### src/rtl/sysdef.svh
// System-wide sizing for the SAT engine.
// Lane count per clause and variable-index width.
`ifndef SYSDEF_SVH
`define SYSDEF_SVH
`define VAR_PER_CLAUSE 5
`define MAX_VARS_BITS 8
`endif

### src/rtl/sat_pkg.sv
// Shared SAT types: scheduler state encoding and
// literal/conflict helpers used by the clause evaluator.
`include "sysdef.svh"

package sat_pkg;

    localparam int LANES = `VAR_PER_CLAUSE;

    typedef enum logic [2:0] {
        IDLE,
        FETCH,
        EVAL,
        EMIT,
        FINISH
    } bcp_state_e;

    typedef logic [LANES-1:0] lane_vec_t;

    function automatic lane_vec_t lit_true(
        input lane_vec_t mask,
        input lane_vec_t unassign,
        input lane_vec_t val,
        input lane_vec_t pole
    );
        return mask & ~unassign & (val ^ pole);
    endfunction

    // Falsified: some lane in use, none open, none satisfied.
    function automatic logic is_conflict(
        input lane_vec_t mask,
        input lane_vec_t unassign,
        input lane_vec_t val,
        input lane_vec_t pole
    );
        return (|mask)
            && !(|(mask & unassign))
            && !(|lit_true(mask, unassign, val, pole));
    endfunction

endpackage

### src/rtl/sub_clause_evaluator.sv
// Combinational clause check: conflict, unit detection and
// the implied assignment for the single open lane.
`include "sysdef.svh"

module sub_clause_evaluator
    import sat_pkg::*;
#(
    parameter int VAR_PER_CLAUSE = `VAR_PER_CLAUSE,
    parameter int MAX_VARS_BITS  = `MAX_VARS_BITS
) (
    input  logic [VAR_PER_CLAUSE-1:0]                    unassign,
    input  logic [VAR_PER_CLAUSE-1:0]                    clause_mask,
    input  logic [VAR_PER_CLAUSE-1:0]                    clause_pole,
    input  logic [VAR_PER_CLAUSE-1:0]                    val,
    input  logic [VAR_PER_CLAUSE-1:0][MAX_VARS_BITS-1:0] variable,
    output logic                                         conflict,
    output logic                                         unit_clause,
    output logic [MAX_VARS_BITS-1:0]                     implied_variable,
    output logic                                         new_val
);

    logic [VAR_PER_CLAUSE-1:0] lits;
    logic [VAR_PER_CLAUSE-1:0] open_lanes;

    always_comb begin
        lits        = lit_true(clause_mask, unassign, val, clause_pole);
        open_lanes  = clause_mask & unassign;
        conflict    = is_conflict(clause_mask, unassign, val, clause_pole);
        unit_clause = !(|lits)
                   && (open_lanes != '0)
                   && ((open_lanes & (open_lanes - VAR_PER_CLAUSE'(1))) == '0);
        implied_variable = '0;
        new_val          = 1'b0;
        // The implied value is whatever makes the open literal true.
        for (int i = 0; i < VAR_PER_CLAUSE; i++) begin
            if (open_lanes[i]) begin
                implied_variable = variable[i];
                new_val          = ~clause_pole[i];
            end
        end
    end

endmodule

### src/rtl/bcp_scheduler.sv
// Boolean constraint propagation pass scheduler: walks the clause
// list, stops on a conflict and streams out unit implications.
`include "sysdef.svh"

module bcp_scheduler
    import sat_pkg::*;
#(
    parameter int CLAUSE_BITS    = 8,
    parameter int VAR_PER_CLAUSE = `VAR_PER_CLAUSE,
    parameter int MAX_VARS_BITS  = `MAX_VARS_BITS
) (
    input  logic                                         clock,
    input  logic                                         reset_n,
    input  logic                                         start,
    input  logic [CLAUSE_BITS-1:0]                       num_clauses,
    input  logic                                         abort,
    output logic                                         busy,
    output logic                                         done,
    output logic                                         conflict,
    output logic [CLAUSE_BITS-1:0]                       conflict_clause,
    output logic                                         clause_rd_en,
    output logic [CLAUSE_BITS-1:0]                       clause_addr,
    input  logic [VAR_PER_CLAUSE-1:0]                    unassign,
    input  logic [VAR_PER_CLAUSE-1:0]                    clause_mask,
    input  logic [VAR_PER_CLAUSE-1:0]                    clause_pole,
    input  logic [VAR_PER_CLAUSE-1:0]                    val,
    input  logic [VAR_PER_CLAUSE-1:0][MAX_VARS_BITS-1:0] variable,
    output logic                                         imp_valid,
    input  logic                                         imp_ready,
    output logic [MAX_VARS_BITS-1:0]                     imp_var,
    output logic                                         imp_val
);

    bcp_state_e               state_q, state_d;
    logic [CLAUSE_BITS-1:0]   index_q, index_d;
    logic [CLAUSE_BITS-1:0]   num_q, num_d;
    logic                     busy_q, busy_d;
    logic                     done_q, done_d;
    logic                     conflict_q, conflict_d;
    logic [CLAUSE_BITS-1:0]   cclause_q, cclause_d;
    logic                     imp_valid_q, imp_valid_d;
    logic [MAX_VARS_BITS-1:0] imp_var_q, imp_var_d;
    logic                     imp_val_q, imp_val_d;

    logic                     ev_conflict;
    logic                     ev_unit;
    logic [MAX_VARS_BITS-1:0] ev_var;
    logic                     ev_val;
    logic                     advance;

    sub_clause_evaluator #(
        .VAR_PER_CLAUSE (VAR_PER_CLAUSE),
        .MAX_VARS_BITS  (MAX_VARS_BITS)
    ) u_eval (
        .unassign         (unassign),
        .clause_mask      (clause_mask),
        .clause_pole      (clause_pole),
        .val              (val),
        .variable         (variable),
        .conflict         (ev_conflict),
        .unit_clause      (ev_unit),
        .implied_variable (ev_var),
        .new_val          (ev_val)
    );

    always_comb begin
        state_d    = state_q;
        index_d    = index_q;
        num_d      = num_q;
        conflict_d = conflict_q;
        cclause_d  = cclause_q;
        imp_var_d  = imp_var_q;
        imp_val_d  = imp_val_q;
        advance    = 1'b0;

        unique case (state_q)
            IDLE: begin
                if (start) begin
                    conflict_d = 1'b0;
                    cclause_d  = '0;
                    num_d      = num_clauses;
                    index_d    = '0;
                    state_d    = (num_clauses == '0) ? FINISH : FETCH;
                end
            end
            FETCH: state_d = EVAL;
            EVAL: begin
                if (ev_conflict) begin
                    conflict_d = 1'b1;
                    cclause_d  = index_q;
                    state_d    = FINISH;
                end else if (ev_unit) begin
                    imp_var_d = ev_var;
                    imp_val_d = ev_val;
                    state_d   = EMIT;
                end else begin
                    advance = 1'b1;
                end
            end
            EMIT:    advance = imp_ready;
            FINISH:  state_d = IDLE;
            default: state_d = IDLE;
        endcase

        // Last index is num-1, so the index never needs to wrap.
        if (advance) begin
            if (index_q == num_q - CLAUSE_BITS'(1)) begin
                state_d = FINISH;
            end else begin
                index_d = index_q + CLAUSE_BITS'(1);
                state_d = FETCH;
            end
        end

        if (abort && (state_q != IDLE)) begin
            state_d    = IDLE;
            conflict_d = 1'b0;
            cclause_d  = '0;
        end

        busy_d      = (state_d != IDLE);
        done_d      = (state_d == FINISH);
        imp_valid_d = (state_d == EMIT);
    end

    always_ff @(posedge clock or negedge reset_n) begin
        if (!reset_n) begin
            state_q     <= IDLE;
            index_q     <= '0;
            num_q       <= '0;
            busy_q      <= 1'b0;
            done_q      <= 1'b0;
            conflict_q  <= 1'b0;
            cclause_q   <= '0;
            imp_valid_q <= 1'b0;
            imp_var_q   <= '0;
            imp_val_q   <= 1'b0;
        end else begin
            state_q     <= state_d;
            index_q     <= index_d;
            num_q       <= num_d;
            busy_q      <= busy_d;
            done_q      <= done_d;
            conflict_q  <= conflict_d;
            cclause_q   <= cclause_d;
            imp_valid_q <= imp_valid_d;
            imp_var_q   <= imp_var_d;
            imp_val_q   <= imp_val_d;
        end
    end

    assign busy            = busy_q;
    assign done            = done_q;
    assign conflict        = conflict_q;
    assign conflict_clause = cclause_q;
    assign imp_valid       = imp_valid_q;
    assign imp_var         = imp_var_q;
    assign imp_val         = imp_val_q;
    assign clause_rd_en    = (state_q == FETCH);
    assign clause_addr     = index_q;

endmodule

### config.mk
export PLATFORM = sky130hd
export DESIGN_NAME = bcp_scheduler
export DESIGN_NICKNAME = d
export VERILOG_FILES = /design/src/rtl/sat_pkg.sv /design/src/rtl/sub_clause_evaluator.sv /design/src/rtl/bcp_scheduler.sv
export VERILOG_INCLUDE_DIRS = /design/src /design/src/rtl
export SDC_FILE = /design/constraint.sdc
export NUM_CORES = 1
export LEC_CHECK = 0
export ABC_AREA = 1
export CORE_MARGIN = 2
export CORE_UTILIZATION = 40
export DETAILED_ROUTE_END_ITERATION = 8
export PLACE_DENSITY = 0.83
export SLEW_MARGIN = 10
export SYNTH_ARGS = -nofsm -noshare
export SYNTH_HDL_FRONTEND = slang
export SYNTH_SLANG_ARGS = --single-unit
### constraint.sdc
create_clock -name clock -period 1.7 [get_ports clock]
set_input_delay 0.34 -clock clock [delete_from_list [all_inputs] [get_ports clock]]
set_output_delay 0.34 -clock clock [all_outputs]
set_load 0.05 [all_outputs]
# Yosys cells after proc, flatten, opt, wreduce, memory -nomap -nowiden
# Cells that the tools add are included.
dict set report word_totals {
  elab_cells 86
  output_inout_bits 30
  ff_bits 40
  in_bits 73
}
dict set report classes {
  n_addsub 3
  reduce_logical 20
  bitwise 12
  n_mux 33
  eq_ne 8
}
# operator count
set ops {}
lappend ops {{two-way mux 8 bit} 12}
lappend ops {{two-way mux 3 bit} 7}
lappend ops {{bitwise AND 5 bit} 4}
lappend ops {{case mux 8 bit (2 select lines)} 1}
lappend ops {{OR reduction 5 bit} 3}
lappend ops {{case mux 3 bit (4 select lines)} 1}
lappend ops {{two-way mux 1 bit} 10}
lappend ops {{== test 3 x 2 -> 1 bit (second input constant)} 3}
lappend ops {{nonzero test 3 bit} 3}
lappend ops {{adder 8 x 1 -> 8 bit (second input constant)} 1}
lappend ops {{== test 8 bit} 1}
lappend ops {{logical NOT 8 bit} 1}
lappend ops {{subtractor 8 x 1 -> 8 bit (second input constant)} 1}
lappend ops {{inequality test 3 bit (second input constant)} 2}
lappend ops {{NOT 1 bit} 6}
lappend ops {{AND reduction 3 bit} 2}
lappend ops {{logical AND 1 bit} 5}
lappend ops {{logical NOT 5 bit} 1}
lappend ops {{NOT 5 bit} 1}
lappend ops {{nonzero test 5 bit} 1}
lappend ops {{subtractor 5 x 1 -> 5 bit (second input constant)} 1}
lappend ops {{XOR 5 bit} 1}
lappend ops {{case mux 1 bit (2 select lines)} 2}
lappend ops {{== test 3 x 1 -> 1 bit (second input constant)} 1}
lappend ops {{other kinds (4)} 5}

# Logic depth before layout (Yosys ltp)
# Gate-level depths: netlist of the first run.
dict set report logic_depth {
  word_depth 13
  depth_mapped 13
  ltp_nobuf 13
}

# By module
# From an unflattened synthesis of the first run, not the netlist that was laid out.
dict set report unflattened {
  hier_cells 438
  area_unflattened_um2 2996.6
}
# mod n_inst seq_area_each_um2 cells_per_inst area_per_inst_um2
set by_module_without_submodules {}
lappend by_module_without_submodules {bcp_scheduler 1 1001.0 267 2188.3}
lappend by_module_without_submodules {sub_clause_evaluator 1 0.0 171 808.3}

# Least setup slack after synthesis of the first run
# OpenSTA, ideal clock, no wires.
dict set report synth_path {
  path_kind {register -> output}
  from {reg state_q[2]}
  to {out clause_rd_en}
  t_required_ps 1360
  arrival_ps 1520
  stages_incl_launch_ff 2
  n_path_buf 0
  slack_ps -160
  path_cell_list {dfrtp_1 -> nor3_1}
}
dict set report synth_via {
  elab_chain_len 1
}
# item line
set synth_lines {}
lappend synth_lines {{start, declared} bcp_scheduler.sv:34} ;# bcp_state_e state_q, state_d;
lappend synth_lines {{start signal, assigned} bcp_scheduler.sv:139} ;# state_q <= state_d;
lappend synth_lines {{== test 3 x 1 -> 1 bit} bcp_scheduler.sv:159} ;# assign clause_rd_en = (state_q == FETCH);
lappend synth_lines {{end, declared} bcp_scheduler.sv:21} ;# output logic clause_rd_en,
# No other way between the ends.

# Worst setup path in the final report of the first run
dict set report layout_path {
  from {reg num_q[1]}
  to {reg state_q[0]}
}
dict set report layout_via {
  elab_chain_len 5
}
# item line
set layout_lines {}
lappend layout_lines {{start, declared} bcp_scheduler.sv:36} ;# logic [CLAUSE_BITS-1:0] num_q, num_d;
lappend layout_lines {{start signal, assigned} bcp_scheduler.sv:141} ;# num_q <= num_d;
lappend layout_lines {{subtractor 8 x 1 -> 8 bit} bcp_scheduler.sv:107} ;# if (index_q == num_q - CLAUSE_BITS'(1)) begin
lappend layout_lines {{== test 8 bit} bcp_scheduler.sv:107}
lappend layout_lines {{two-way mux 3 bit} bcp_scheduler.sv:107}
lappend layout_lines {{two-way mux 3 bit} bcp_scheduler.sv:106} ;# if (advance) begin
lappend layout_lines {{two-way mux 3 bit} bcp_scheduler.sv:115} ;# if (abort && (state_q != IDLE)) begin
lappend layout_lines {{via state_d[0]} bcp_scheduler.sv:34}
# The timed path passes the listed nets, and every way through them passes these cells.
# A chain may end at the register's enable or synchronous reset.

==> results of run 1 <==
## Yosys cell counts (2+ instances only)
library cell  instances  area share, %
a21oi_1              11            2.1
buf_2                 4           0.75
clkbuf_1              5           0.70
dfrtp_1              40             37
ha_1                  2           0.93
inv_1                40            5.6
inv_2                12            1.7
nand2_1             106             15
nand2_2               3           0.70
nand2_4               3            1.3
nand3_1              41            7.6
nand3_2               4            1.5
nand3_4               2            1.3
nand4_1               4           0.93
nor2_1               24            3.4
nor2_2                2           0.47
nor3_1                6            1.1
nor3_2                3            1.1
o21ai_0              43            8.0
o21ai_1               5           0.93
o22ai_1               9            2.1
or2_1                 2           0.47
xnor2_1               5            1.6
xor2_1                3           0.98
## logic make-up (layout without fill, tap and decap cells)
| logic type | count (synthesis) | in the layout | synth area share (%) |
|---|---|---|---|
| AO/OA/AOI/OAI | 70 | 70 | 13.7 |
| buffers and inverters | 61 | 198 | 8.71 |
| adder cells (fa/ha/maj) | 2 | 2 | 0.932 |
| flip-flops | 40 | 40 | 37.3 |
| AND/OR/NAND/NOR | 205 | 206 | 36.2 |
| XOR/XNOR | 9 | 9 | 3.22 |
## metrics by stage
| stage | area [um2] | TNS, ps | cells |
|---|---|---|---|
| 2_1_floorplan | 2710 | 0 | 387 |
| 5_1_grt | 4310 | -2080 | 602 |
| 3_3_place_gp | 3960 | -9850 | 588 |
| 3_5_place_dp | 3960 | -10860 | 588 |
| 4_1_cts | 4190 | -739 | 600 |
| 6_report | 4310 | -516 | 602 |
## critical path: cells and delay by family, from the launching register on
| family | cells | cell delay (ps) |
|---|---|---|
| and+or+nand+nor | 8 | 900 |
| DFF | 1 | 370 |
| adders and majority gates | 1 | 270 |
| buffers and inverters | 2 | 140 |
## area by class of cell
cell class | count | area [um2] | area share [%]
inverter | 52 | 198 | 4.59
tap | 77 | 96.3 | 2.24
sequential | 40 | 1010 | 23.4
clock inverter | 3 | 42.5 | 0.988
clock buffer | 5 | 68.8 | 1.60
timing repair buffer | 138 | 1240 | 28.7
multi-input combinational | 287 | 1660 | 38.5
## metal layers
layer,vias to the layer above,global-route usage (%)
li1,1542,-
met1,1377,26.6
met2,100,38.2
met3,30,3.95
met4,0,9.67
met5,-,0
## where the power goes
part / internal [W] / switching [W] / total (W)
clock: 0.000434 / 0.000345 / 0.000780
sequential: 0.00123 / 0.000222 / 0.00145
combinational: 0.00132 / 0.00201 / 0.00333
total: 0.00298 / 0.00258 / 0.00556
## repair_timing
item,CTS,global route
setup buffers,2,2
gates resized for setup,30,25
endpoints found under the setup margin,22,24
endpoints found under the hold margin,16,0
hold buffers,1,0
gates cloned,1,0
pin swaps,11,6
## worst max path at each step
stage,from,end,slack [ps],cells after the start
after global routing,num_q[0],clause_addr[0],-170,11
after detailed placement,clause_mask[2],conflict_clause[6],-440,10
final,num_q[1],state_q[0],-80,11
after CTS,num_q[1],clause_addr[3],-90,12
after floorplan,num_q[0],clause_addr[3],1,10
after global placement,clause_mask[2],imp_valid,-390,12
## flip-flops by register name (all words and copies together), names as in the netlist
name             cells
conflict_clause      8
state_q              3
done                 1
imp_valid            1
conflict             1
clause_addr          8
imp_val              1
busy                 1
imp_var              8
num_q                8
==> results.py, run 1 <==
metrics = {
    "finish": {
        "finalNetCount": 599,
        "syn2layout_area_growth_pct": 60.4,
        "fillers": 520,
        "final_common_cell": "nand2_1",
        "mostFrequentLayoutCells": "102 x nand2_1, 63 x clkdlybuf4s50_1, 63 x buf_4",
        "drive_gt1_share_pct": 27.4,
        "n_antenna_cell": 0,
        "final_core_util_pct": 67.1,
    },
    "setup_path": {
        "critPathMaxStageDelay_ps": 370,
        "rr_endpoint": "state_q[0]",
        "crit_chain": "inv_2, ha_4, or2_4, and3_4, nand3_4, nor2_4, nand2_1, nor2_2, nand2_1, nand3_4, inv_1",
        "cp_slowest_cell": "dfrtp_1",
        "crit_fanout": 3,
        "r2r_start": "num_q[1]",
        "crit_arrival_ps": 1970,
        "cp-end-kind": "flop",
        "cp.required_ps": 1880,
        "cp-start-kind": "flop",
        "reg2reg_slack_ps": -80,
        "rr_worst_depth": 11,
        "crit_type": "flop to flop",
    },
    "power_and_ir_drop": {
        "p_per_area_nw_per_um2": 1290,
        "worst_ir_drop_vdd_v": 0.000932,
        "leakagePower_nw": 2.06,
        "p_total_w": 0.00556,
    },
    "yosys": {
        "ys.warnings.count": 0,
        "synth_seq_cells": 40,
        "synth_edf_count": 0,
        "async_reset_ff_share_pct": 100,
        "synth_cell_types": 32,
        "ys_seq_area_share_pct": 37.3,
        "syn_avg_cell_area_um2": 6.94,
        "synth_nets": 462,
        "synthFlopType": "dfrtp_1",
        "synthCells": 387,
        "syn_area_um2": 2690,
    },
    "hold_path": {
        "holdCritPathClass": "flop to flop",
        "whs_endpoint": "imp_var[5]",
        "hp-start": "imp_var[5]",
        "hold_path_depth": 2,
    },
    "grt": {
        "grt_max_degree": 26,
        "first_global_vias": 2880,
        "grt-ovfl-total": 0,
        "antenna_found_initial": 0,
        "grt_pass1_wl_um": 13200,
        "grt_usage_pct": 22.0,
    },
    "outcome": {
        "run_status": "finished, violations left",
        "violations": "setup timing",
    },
    "placed_design": {
        "routabilityCongestion": 0.899,
        "dpl.hpwl_um": 6290,
        "pre_cts_slack_ps": -439,
        "port_buffers": 102,
    },
    "detailed_routing": {
        "num_vias": 3049,
        "drc": 0,
        "wl_um": 8490,
        "wl_met1_um": 3580,
        "ant_nets": 0,
        "wire_per_inst_um": 14.1,
        "met3WireLength_um": 392,
        "first_pass_iters": 5,
        "viasPerCell": 5.06,
        "top_layer_used": "met4",
        "drtIter0Drc": 128,
        "wl_met2_um": 4220,
    },
    "clocking": {
        "clock_latency_ps": 300,
        "cts_root_buffer": "clkbuf_8",
        "cts-htree-levels": 2,
        "cts.reportedPaths.clkPinSlew_ps": 80,
        "cts_tree": "built",
        "numCtsBuffers": 5,
        "clockBufferDepth": 2,
        "cts_sinks": 40,
    },
    "floorplan": {
        "die_w_um": 85.9,
        "die_h_um": 85.9,
        "core_area_um2": 6420,
        "row_count": 29,
        "pin_count": 103,
        "fp.dieArea_um2": 7380,
        "start_util_pct": 41.8,
    },
    "sta": {
        "fmax_ghz": 0.561,
        "period_share_pct": 105,
        "clock_skew_ps": 6.51,
        "slew_viol_final": 0,
        "setup_viol": 12,
        "fin_crit_ps": 1780,
        "fin_hold_ws_ps": 489,
        "final_hold_viol_count": 0,
        "max-slew-margin-rel_pct": 73.2,
        "tightest_slew_ps": 402,
        "finalWorstSetupSlack_ps": -82.8,
        "rsz0062_at_grt": "yes",
    },
    "flow_run": {
        "maxCapViolations": 0,
    },
}
No activity file was read; power rests on OpenSTA's default activity.
==> run 2, diff against run 1 <==
CORE_UTILIZATION = 45   (was 40)
PLACE_DENSITY = 0.88   (was 0.83)
SETUP_SLACK_MARGIN = 0.05   (was unset)
clock period = 2 ns   (was 1.7 ns; I/O delays follow)
==> run 2 against run 1 <==
Effect of this change: the run now ends clean; worst setup slack gained 160 ps; global-route usage up 2.0 points; combinational power fell by 26%; sequential power down 14%; critical path type is now input pin to flop; final area decreased by 4.8%; register-to-register slack improved by 200 ps; first-iteration DRC count increased by 120%; critical endpoint is now clause_addr[3]; cell count is 3.3% lower; routed wire length down 2.7%.
==> results.py, run 2 (synthesized netlist as in run 1, its figures left out) <==
metrics = {
    "setup_path": {
        "crit_fanout": 7,
        "critPathMaxStageDelay_ps": 490,
        "crit_buf_inv": 1,
        "cp_slowest_cell": "clkdlybuf4s50_1",
        "crit_chain": "clkdlybuf4s50_1, nand2_4, nand2_2, nor2_1, nand2_1, nor2_2, nand2_1, nand3_4, nand2_4, nand2_4, nor2_1, nand2_1, nand2_1",
        "cp-end-kind": "flop",
        "crit_type": "input pin to flop",
        "crit_arrival_ps": 2100,
        "cp.required_ps": 2180,
        "critPathTopFamily": "simple AND/OR/NAND/NOR gates",
        "cp-start-kind": "input pin",
        "crit_top_cell": "nand2_1",
    },
    "detailed_routing": {
        "first_pass_iters": 5,
        "drtIter0Drc": 277,
        "viasPerCell": 5.26,
        "ant_nets": 0,
        "num_vias": 3059,
        "drc": 0,
        "wire_per_inst_um": 14.2,
        "wl_um": 8260,
    },
    "placed_design": {
        "dpl.hpwl_um": 6180,
        "routabilityCongestion": 0.945,
        "port_buffers": 102,
        "pre_cts_slack_ps": -195,
        "place_inst": 571,
        "place_area_um2": 3880,
    },
    "sta": {
        "slew_viol_final": 0,
        "tightest_slew_ps": 549,
        "max-slew-margin-rel_pct": 63.3,
        "final_hold_viol_count": 0,
        "period_share_pct": 95.9,
        "rsz0062_at_grt": "yes",
        "setup_viol": 0,
        "clock_skew_ps": 8.75,
        "finalWorstSetupSlack_ps": 81.8,
        "fin_crit_ps": 1920,
        "fmax_ghz": 0.521,
    },
    "clocking": {
        "cts_sinks": 40,
        "clock_latency_ps": 290,
        "cts_tree": "built",
        "clockBufferDepth": 2,
        "cts.reportedPaths.clkPinSlew_ps": 80,
        "cts_root_buffer": "clkbuf_8",
        "cts-htree-levels": 2,
        "cts-hold-fix-buffers": 0,
        "numCtsBuffers": 5,
    },
    "finish": {
        "finalInstanceArea_um2": 4100,
        "final_common_cell": "nand2_1",
        "drive_gt1_share_pct": 16.4,
        "syn2layout_area_growth_pct": 52.7,
        "fillers": 468,
        "finalNetCount": 581,
        "n_antenna_cell": 0,
        "mostFrequentLayoutCells": "105 x nand2_1, 87 x clkdlybuf4s50_1, 40 x inv_1, 40 x o21ai_0, 40 x dfrtp_1",
        "fin_cells": 582,
        "final_core_util_pct": 70.1,
    },
    "power_and_ir_drop": {
        "p_total_w": 0.00437,
        "pwr-share-seq_pct": 28.5,
        "power_frac_clock_pct": 15.1,
        "p_per_area_nw_per_um2": 1060,
        "p_switching_w": 0.00203,
        "leakagePower_nw": 1.95,
        "worst_ir_drop_vdd_v": 0.00108,
        "switching_share_pct": 46.5,
        "internal_power_w": 0.00234,
        "p_comb_share_pct": 56.4,
    },
    "grt": {
        "busiest_layer": "met2",
        "grt-ovfl-total": 0,
        "first_global_vias": 2791,
        "antenna_found_initial": 0,
        "grt_max_degree": 41,
        "grt_usage_pct": 24.1,
        "met3_usage_pct": 3.56,
        "grt_util_met2_pct": 42.2,
        "use_met1_pct": 29.4,
        "grt_pass1_wl_um": 12400,
    },
    "flow_run": {
        "maxCapViolations": 0,
    },
    "floorplan": {
        "start_util_pct": 45.9,
        "row_count": 28,
        "die_w_um": 81.2,
        "core_area_um2": 5850,
        "die_h_um": 81.2,
        "fp.dieArea_um2": 6600,
        "pin_count": 103,
    },
    "hold_path": {
        "holdCritPathClass": "input pin to asynchronous set/reset pin",
    },
    "outcome": {
        "run_status": "completed",
    },
}
-- run 2: cell types whose count changed in the layout (fill, tap and decap cells not counted), moves of 3 or more --
cell / delta
dfrtp_2: -6
dfrtp_1: +6
nand2_1: +3
nor2_2: -5
nand3_4: -4
dlygate4sd2_1: -4
buf_4: -40
clkdlybuf4s50_1: +24
nor2_1: +5
-- run 2: per-stage QoR --
stage,hold slack [ps],setup TNS [ps]
3_3_place_gp,466,-1610
5_1_grt,187,-75.8
3_5_place_dp,475,-4170
2_1_floorplan,104,0
6_report,147,0
4_1_cts,160,0
-- run 2: path summary, 6_finish.rpt --
check | end | slack, ps | from | depth (start not counted)
setup reg to reg | clause_addr[3] | 120 | num_q[1] | 10
hold reg to reg | conflict_clause[2] | 490 | conflict_clause[2] | 2
setup / recovery | clause_addr[3] | 80 | unassign[3] | 13
hold / removal | conflict_clause[6] | 150 | reset_n | 2
max in group asynchronous | clause_addr[4] | 1490 | reset_n | 2
min in group clock | conflict_clause[2] | 490 | conflict_clause[2] | 2
-- run 2: power groups by stage --
stage	Combinational (W)	Clock [W]	Sequential [W]
global route	0.00266	0.000705	0.00127
CTS	0.00227	0.000667	0.00124
floorplan	0.00106	0	0.00167
detailed placement	0.00226	0	0.00125
global placement	0.00218	0	0.00124
finish	0.00246	0.000658	0.00124
-- run 2: per-layer routing --
| layer | share of wire, % | wire [um] | vias up |
|---|---|---|---|
| li1 | - | - | 1505 |
| met1 | 41 | 3420 | 1389 |
| met2 | 50 | 4110 | 138 |
| met3 | 5.5 | 454 | 27 |
| met4 | 3.3 | 273 | 0 |
| met5 | 0 | 0 | - |
-- run 2: what timing repair did --
item,4_1_cts,5_1_grt
buffers inserted,0,1
gates resized for setup,2,26
cloned,0,2
endpoints found under the hold margin,0,0
endpoints found under the setup margin,2,29
pin swaps,0,4
-- run 2: final cells by class --
class / instances / area, um2 / area share, %
Clock inverter: 2 / 35.0 / 0.854
Tap cell: 75 / 93.8 / 2.29
Timing Repair Buffer: 119 / 1160 / 28.2
Sequential cell: 40 / 1000 / 24.4
Inverter: 52 / 195 / 4.76
Multi-Input combinational cell: 288 / 1550 / 37.7
Clock buffer: 6 / 72.6 / 1.77
